[src/rtl/pif_ram_arbiter.sv]
// pif_ram_arbiter
// Two-requester arbiter in front of the single-port PIF RAM. Requester A is the
// console/SI side and may not write below WP_LIMIT. When rom_lock is high it may
// not read there either. Requester B is the PIF CPU side and is never blocked.
// Only one access is in flight at a time: IDLE -> ACCESS -> RESP. The ack comes
// two cycles after the request is sampled in IDLE.
//
// Ports
//   clk, reset                   clock; asynchronous active-high reset
//   a_req/a_we/a_addr/a_wdata    requester A command (held stable until a_ack)
//   a_ack/a_rdata/a_err          requester A one-cycle completion, read data, violation
//   b_req/b_we/b_addr/b_wdata    requester B command (held stable until b_ack)
//   b_ack/b_rdata                requester B completion and read data
//   rom_lock                     also blocks A reads below WP_LIMIT; sampled at grant
//   ram_address/ram_we/ram_data/ram_oe  registered RAM drive
//   ram_q/ram_valid              RAM read return, one cycle after ram_oe
module pif_ram_arbiter #(
  parameter logic [8:0] WP_LIMIT = 9'd448
) (
  input  logic       clk,
  input  logic       reset,
  input  logic       a_req,
  input  logic       a_we,
  input  logic [8:0] a_addr,
  input  logic [7:0] a_wdata,
  output logic       a_ack,
  output logic [7:0] a_rdata,
  output logic       a_err,
  input  logic       b_req,
  input  logic       b_we,
  input  logic [8:0] b_addr,
  input  logic [7:0] b_wdata,
  output logic       b_ack,
  output logic [7:0] b_rdata,
  input  logic       rom_lock,
  output logic [8:0] ram_address,
  output logic       ram_we,
  output logic [7:0] ram_data,
  output logic       ram_oe,
  input  logic [7:0] ram_q,
  input  logic       ram_valid
);

  localparam logic [1:0] IDLE   = 2'd0;
  localparam logic [1:0] ACCESS = 2'd1;
  localparam logic [1:0] RESP   = 2'd2;

  logic [1:0] state;
  logic       ptr;       // round-robin priority: 0 = A, 1 = B
  logic       win;       // owner of the in-flight access: 0 = A, 1 = B
  logic       we_l;      // in-flight access is a write
  logic       blk;       // in-flight access was suppressed by protection
  logic [7:0] a_rdata_q;
  logic [7:0] b_rdata_q;

  // Grant selection, only acted on in IDLE.
  logic       grant;
  logic       pick_b;
  logic       sel_we;
  logic [8:0] sel_addr;
  logic [7:0] sel_wdata;
  logic       sel_blk;

  always_comb begin
    grant     = a_req | b_req;
    // B wins if it is alone, or if both request and the pointer favours B.
    pick_b    = b_req & (~a_req | ptr);
    sel_we    = pick_b ? b_we : a_we;
    sel_addr  = pick_b ? b_addr : a_addr;
    sel_wdata = pick_b ? b_wdata : a_wdata;
    // Writes below the limit are always blocked for A; reads only under rom_lock.
    sel_blk   = ~pick_b & (a_addr < WP_LIMIT) & (a_we | rom_lock);
  end

  // Response data: writes and blocked or invalid reads return zero.
  logic       resp_rd;
  logic [7:0] resp_data;
  logic       in_resp;

  always_comb begin
    in_resp   = (state == RESP);
    resp_rd   = ~we_l & ~blk & ram_valid;
    resp_data = resp_rd ? ram_q : 8'h00;
  end

  // The ack, err and fresh read data are driven combinationally in RESP, since
  // ram_q only arrives in that cycle. The rdata registers keep the value afterwards.
  always_comb begin
    a_ack   = in_resp & ~win;
    b_ack   = in_resp & win;
    a_err   = a_ack & blk;
    a_rdata = a_ack ? resp_data : a_rdata_q;
    b_rdata = b_ack ? resp_data : b_rdata_q;
  end

  always_ff @(posedge clk or posedge reset) begin
    if (reset) begin
      state       <= IDLE;
      ptr         <= 1'b0;
      win         <= 1'b0;
      we_l        <= 1'b0;
      blk         <= 1'b0;
      a_rdata_q   <= 8'h00;
      b_rdata_q   <= 8'h00;
      ram_address <= 9'h000;
      ram_data    <= 8'h00;
      ram_we      <= 1'b0;
      ram_oe      <= 1'b0;
    end else begin
      unique case (state)
        IDLE: begin
          if (grant) begin
            state       <= ACCESS;
            win         <= pick_b;
            ptr         <= ~pick_b;
            we_l        <= sel_we;
            blk         <= sel_blk;
            ram_address <= sel_addr;
            ram_data    <= sel_wdata;
            ram_we      <= sel_we & ~sel_blk;
            ram_oe      <= ~sel_blk;
          end else begin
            ram_we <= 1'b0;
            ram_oe <= 1'b0;
          end
        end
        ACCESS: begin
          // The RAM strobes are held for just this cycle.
          state  <= RESP;
          ram_we <= 1'b0;
          ram_oe <= 1'b0;
        end
        RESP: begin
          state <= IDLE;
          if (win) begin
            b_rdata_q <= resp_data;
          end else begin
            a_rdata_q <= resp_data;
          end
        end
        default: begin
          state  <= IDLE;
          ram_we <= 1'b0;
          ram_oe <= 1'b0;
        end
      endcase
    end
  end

endmodule
[config.mk]
export PLATFORM = sky130hd
export DESIGN_NAME = pif_ram_arbiter
export DESIGN_NICKNAME = d
export VERILOG_FILES = /design/src/rtl/pif_ram_arbiter.sv
export SDC_FILE = /design/constraint.sdc
export NUM_CORES = 1
export LEC_CHECK = 0
export CORE_MARGIN = 2
export CORE_UTILIZATION = 38
export CTS_BUF_LIST = sky130_fd_sc_hd__clkbuf_4
export DETAILED_ROUTE_END_ITERATION = 10
export PLACE_DENSITY = 0.79
export RECOVER_POWER = 50
export SLEW_MARGIN = 30
export SYNTH_ARGS = -nofsm -noshare
export SYNTH_HDL_FRONTEND = slang
export SYNTH_SLANG_ARGS = --single-unit
export TNS_END_PERCENT = 20
[constraint.sdc]
create_clock -name clk -period 1.4 [get_ports clk]
set_input_delay 0.28 -clock clk [delete_from_list [all_inputs] [get_ports clk]]
set_output_delay 0.28 -clock clk [all_outputs]
set_load 0.02 [all_outputs]
[After elaboration in Yosys (flattened, before gate mapping)]
Cells that the tools add are included.
Storage, ports and cells
  flip-flop bits (word level): 41
  word-level logic and storage cells: 49
Operators by class
  magnitude comparators: 1
  eq/ne operators: 3
  mux-type cells: 12
  bitwise logic cells: 18
  reduce and logical (&&, ||, !) cells: 4
Operators by type and width (number)
  8-bit 2-to-1 mux: 4
  1-bit bitwise AND: 9
  9-bit < comparator (second input constant): 1
  9-bit 2-to-1 mux: 1
  1-bit inverter: 6
  2-bit AND reduction: 3
  1-bit one-hot mux with 2 select lines: 2
  2-bit one-hot mux with 2 select lines: 1
  1-bit 2-to-1 mux: 3
  1-bit OR: 3
  2-bit by 1-bit equality test with 1-bit output (second input constant): 1
  2-bit equality test (second input constant): 1
  2-bit logical NOT: 1
  2-bit 2-to-1 mux: 1
  2-bit != test (second input constant): 1

[Logic depth before layout (Yosys ltp)]
  depth after elaboration: 10
  gate-level depth with buffers: 5

[Worst setup path after synthesis]
No wires, ideal clock.
  kind: register -> output
  from: register state[0]
  to: output b_rdata[3]
  arrival: 1.421 ns
  data required time: 1.120 ns
  setup slack: -0.301 ns
  stages on the path, launching flop included: 4
  buffers on the path: 1
  cells stage by stage: dfrtp_1 > nand3b_1 > clkbuf_1 > o21ai_0
Between the ends
  word-level cells in the longest chain between the ends: 3
Ends and longest elaborated chain
  start: declaration: line 48  | logic [1:0] state;
  start signal: assignment: line 98  | state <= IDLE;
  start signal: assignment: line 113  | state <= ACCESS;
  start signal: assignment: line 129  | state <= RESP;
  2-bit equality test: line 81  | in_resp = (state == RESP);
  1-bit bitwise AND: line 90  | b_ack = in_resp & win;
  8-bit 2-to-1 mux: line 93  | b_rdata = b_ack ? resp_data : b_rdata_q;
  end: declaration: line 34  | output logic [7:0] b_rdata,
Every way passes these cells.

[Final worst setup path]
  from: register win
  to: output a_err
Between the ends
  word-level cells in the longest chain between the ends: 3
Ends and longest elaborated chain
  start: declaration: line 50  | logic win;
  start signal: assignment: line 114  | win <= pick_b;
  1-bit inverter (no source line)
  1-bit bitwise AND: line 89  | a_ack = in_resp & ~win;
  1-bit bitwise AND: line 91  | a_err = a_ack & blk;
  end: declaration: line 28  | output logic a_err,
Every way passes these cells.

==> impl_metrics.py <==
metrics = {
    "min_path": {
        "timing.hold.worst.class": "flop to flop",
        "hold-path-cell-count": 2,
        "whs_endpoint": "b_rdata_q[7]",
        "hold_start": "b_rdata_q[7]",
    },
    "grt": {
        "remaining_global_route_overflow": 0,
        "grt_use_total_pct": 19.45,
        "grt.met3_usage_pct": 8.564,
        "global_route.usage.met1_pct": 23.39,
        "grt_pass1_wl_um": 7941,
        "gr-max-usage-layer": "met2",
        "grt_pass1_vias": 1690,
        "grt_antenna_before_repair": 0,
        "met2_usage_pct": 31.72,
        "grt_max_degree": 42,
    },
    "timing": {
        "tightestPinTransition_ns": 0.9966,
        "timing_hold_violations_final": 0,
        "timing.clock.skew_ns": 0.005405,
        "maxClockFrequency_mhz": 521.9,
        "timing.final.crit_period_ns": 1.916,
        "postLayoutSetupSlackWorst_ns": -0.5162,
        "layout_worst_path_cycle_share_pct": 136.9,
        "slew_headroom_pct": 33.56,
        "timing.final.setup_violations": 19,
        "maxSlewViolCount": 0,
        "grt_setup_unrepaired": "yes",
        "whs_ns": 0.4937,
    },
    "run_status": {
        "run_status": "complete, but fails checks",
        "violations_in_the_final_reports": "setup timing",
    },
    "setup_path": {
        "r2r_setup_slack_ns": 0.02,
        "delay_of_the_slowest_cell_on_the_worst_path_ns": 0.41,
        "timing.critical_path.required_ns": 1.12,
        "worstSetupPathType": "flop to output pin",
        "reg2reg_to": "ram_address[0]",
        "path_cells": "or3b_4 -> buf_12 -> inv_2 -> and2_1 -> buf_6",
        "worst-path-max-fanout": 17,
        "critPathLaunchType": "flop",
        "worst-path-buf-inv": 3,
        "worst_r2r_path_depth": 5,
        "worstReg2RegStart": "state[1]",
        "crit_path_end_kind": "output pin",
        "timing.critical_path.arrival_ns": 1.64,
        "crit_family": "simple AND/OR/NAND/NOR gates",
        "timing.critical_path.slowest_stage_cell": "or3b_4",
        "crit_cells": 5,
    },
    "route": {
        "totalWireLength_um": 4691,
        "detail_route.first_pass.iterations": 4,
        "post-route-drc-count": 0,
        "routed_via_density": 5.102,
        "vias": 1643,
        "drt_first_iter_violations": 72,
        "detail-route-antenna-nets": 0,
        "avgRoutedWirePerCell_um": 14.57,
    },
    "floorplan": {
        "die_h_um": 72.98,
        "die_x_um": 72.98,
        "boundaryPins": 88,
        "floorplan.initialDensity_pct": 38.79,
        "std_cell_rows": 25,
        "design.die.area_mm2": 0.005325,
        "placeableCoreArea_mm2": 0.004661,
    },
    "finish": {
        "nets": 318,
        "synthToLayoutAreaGrowth_pct": 70.31,
        "layout_cell_share_with_drive_strength_beyond_1_pct": 32.09,
        "antennaDiodeCount": 0,
        "finish.instance_area_mm2": 0.003079,
        "layoutNonFillerInstCount": 322,
        "n_fill_cell": 375,
    },
    "power": {
        "totalPowerFinal_mw": 6.182,
        "power.leakage_nw": 1.442,
        "vdd_ir_drop_max_uv": 941.1,
        "p_per_area_mw_per_mm2": 2008,
    },
    "place": {
        "gp_congestion": 0.8058,
        "dpl_worst_slack_ns": -0.8639,
        "total_cell_area_at_the_placement_stage_mm2": 0.002995,
        "post_place_cells": 313,
        "port_buffers": 87,
        "hpwlAfterDp_um": 3464,
    },
    "yosys": {
        "ys_seq_elements": 41,
        "synth-main-ff-cell": "dfrtp_1",
        "synthesis.yosys.warnings": 0,
        "syn_inst": 157,
        "syn-mean-instance-area_um2": 11.52,
        "synth-edff-count": 0,
        "synth.net_count": 207,
        "largest_cells_by_area_after_synthesis": "dfrtp_1 (57%), a221o_1 (10%), nand2_1 (4.8%), a21boi_0 (3.7%), a21boi_1 (3.7%)",
        "post-synth-top-count-cell": "dfrtp_1",
        "synth_area_leader_cell": "dfrtp_1",
        "yosysTopAreaCellShare_pct": 56.75,
        "mappedNetlistArea_mm2": 0.001808,
        "synth.distinct_cells": 33,
        "synth_sequential_area_ratio_pct": 56.75,
        "synth.cells.most_frequent": "dfrtp_1 (41), nand2_1 (23), a221o_1 (18)",
        "synth_async_sr_flop_share_pct": 100.0,
    },
    "clock_network": {
        "cts_inserted_buffers": 5,
        "clock_insertion_delay_worst_skew_ns": 0.35,
        "clock_sinks": 41,
        "tritoncts": "done",
        "clk_tree_root_cell": "clkbuf_4",
        "clock_path_buffers": 2,
        "cts.clk_slew.worst_paths_ns": 0.11,
        "htree_levels": 2,
    },
    "flow_run": {
        "max_cap_viol_count": 0,
    },
}
==> metal layers <==
metal / vias to the layer above / wire length, µm
met5: - / 0
met4: 0 / 29
met3: 4 / 519
met2: 73 / 2193
met1: 770 / 1948
li1: 796 / -
==> worst reg2reg max path: cells and delay by family (launching register included) <==
family                 cells  cell delay (ns)
AO/OA/AOI/OAI              1             0.35
buffers and inverters      2             0.31
flip-flops                 1             0.36
AND/OR/NAND/NOR            2             0.25
==> logic make-up after synthesis <==
| group | Yosys count | synth area share (%) |
|---|---|---|
| AND/OR/NAND/NOR | 42 | 12.53 |
| AO/OA/AOI/OAI | 59 | 25.81 |
| flip-flops | 41 | 56.75 |
| buffers and inverters | 15 | 4.913 |
==> timing repair <==
action / in CTS / in global routing
setup endpoints to repair: 44 / 47
buffers inserted: 0 / 2
hold buffers: 0 / 0
cloned: 0 / 0
gates resized for setup: 138 / 8
==> layout make-up <==
class | instances | area (µm²) | area share [%]
tap | 54 | 67.56 | 2.194
clock buffer | 6 | 45.04 | 1.463
multi-input combinational | 101 | 815.8 | 26.49
sequential | 41 | 1026 | 33.32
inverter | 4 | 15.01 | 0.4876
timing repair buffer | 115 | 1106 | 35.92
clock inverter | 1 | 3.754 | 0.1219
==> flip-flops by register name (all words and copies together), names as in the netlist <==
signal       cells
ram_address      9
win              1
b_rdata_q        8
ptr              1
ram_data         8
ram_oe           1
a_rdata_q        8
blk              1
state            2
ram_we           1
we_l             1
==> power by group <==
part	total (mW)	switching (mW)	internal, mW
Sequential	1.93	0.238	1.69
Clock	0.560	0.358	0.202
Combinational	3.69	1.86	1.83
==> through the flow <==
stage | utilization [%] | setup TNS (ns)
floorplan | - | -2.065
global placement | 64.27 | -21.07
detailed placement | 64.27 | -22.18
CTS | 65.69 | -9.247
global route | 66.07 | -11.01
finish | 66.07 | -9.044
==> worst max path at each step <==
stage | start | slack [ns] | endpoint
floorplan | state[0] | -0.16 | a_rdata[0]
global placement | ram_valid | -0.83 | b_rdata[3]
detailed placement | ram_valid | -0.86 | a_rdata[6]
CTS | win | -0.54 | a_rdata[1]
global route | win | -0.60 | a_rdata[2]
finish | win | -0.52 | a_err
==> layout by cell type (no fill, tap or decap), types with 3 or more instances in the layout <==
cell / instances
buf_6: 15
clkbuf_4: 6
a21boi_0: 9
clkdlybuf4s15_1: 4
nand2_1: 17
o21ai_2: 9
dlygate4sd2_1: 15
and3_1: 3
buf_12: 3
a221o_1: 18
buf_4: 28
a21boi_1: 9
o21ai_4: 7
dfrtp_1: 41
nand2_2: 9
clkdlybuf4s50_1: 49
(Power assumes the default switching activity.)
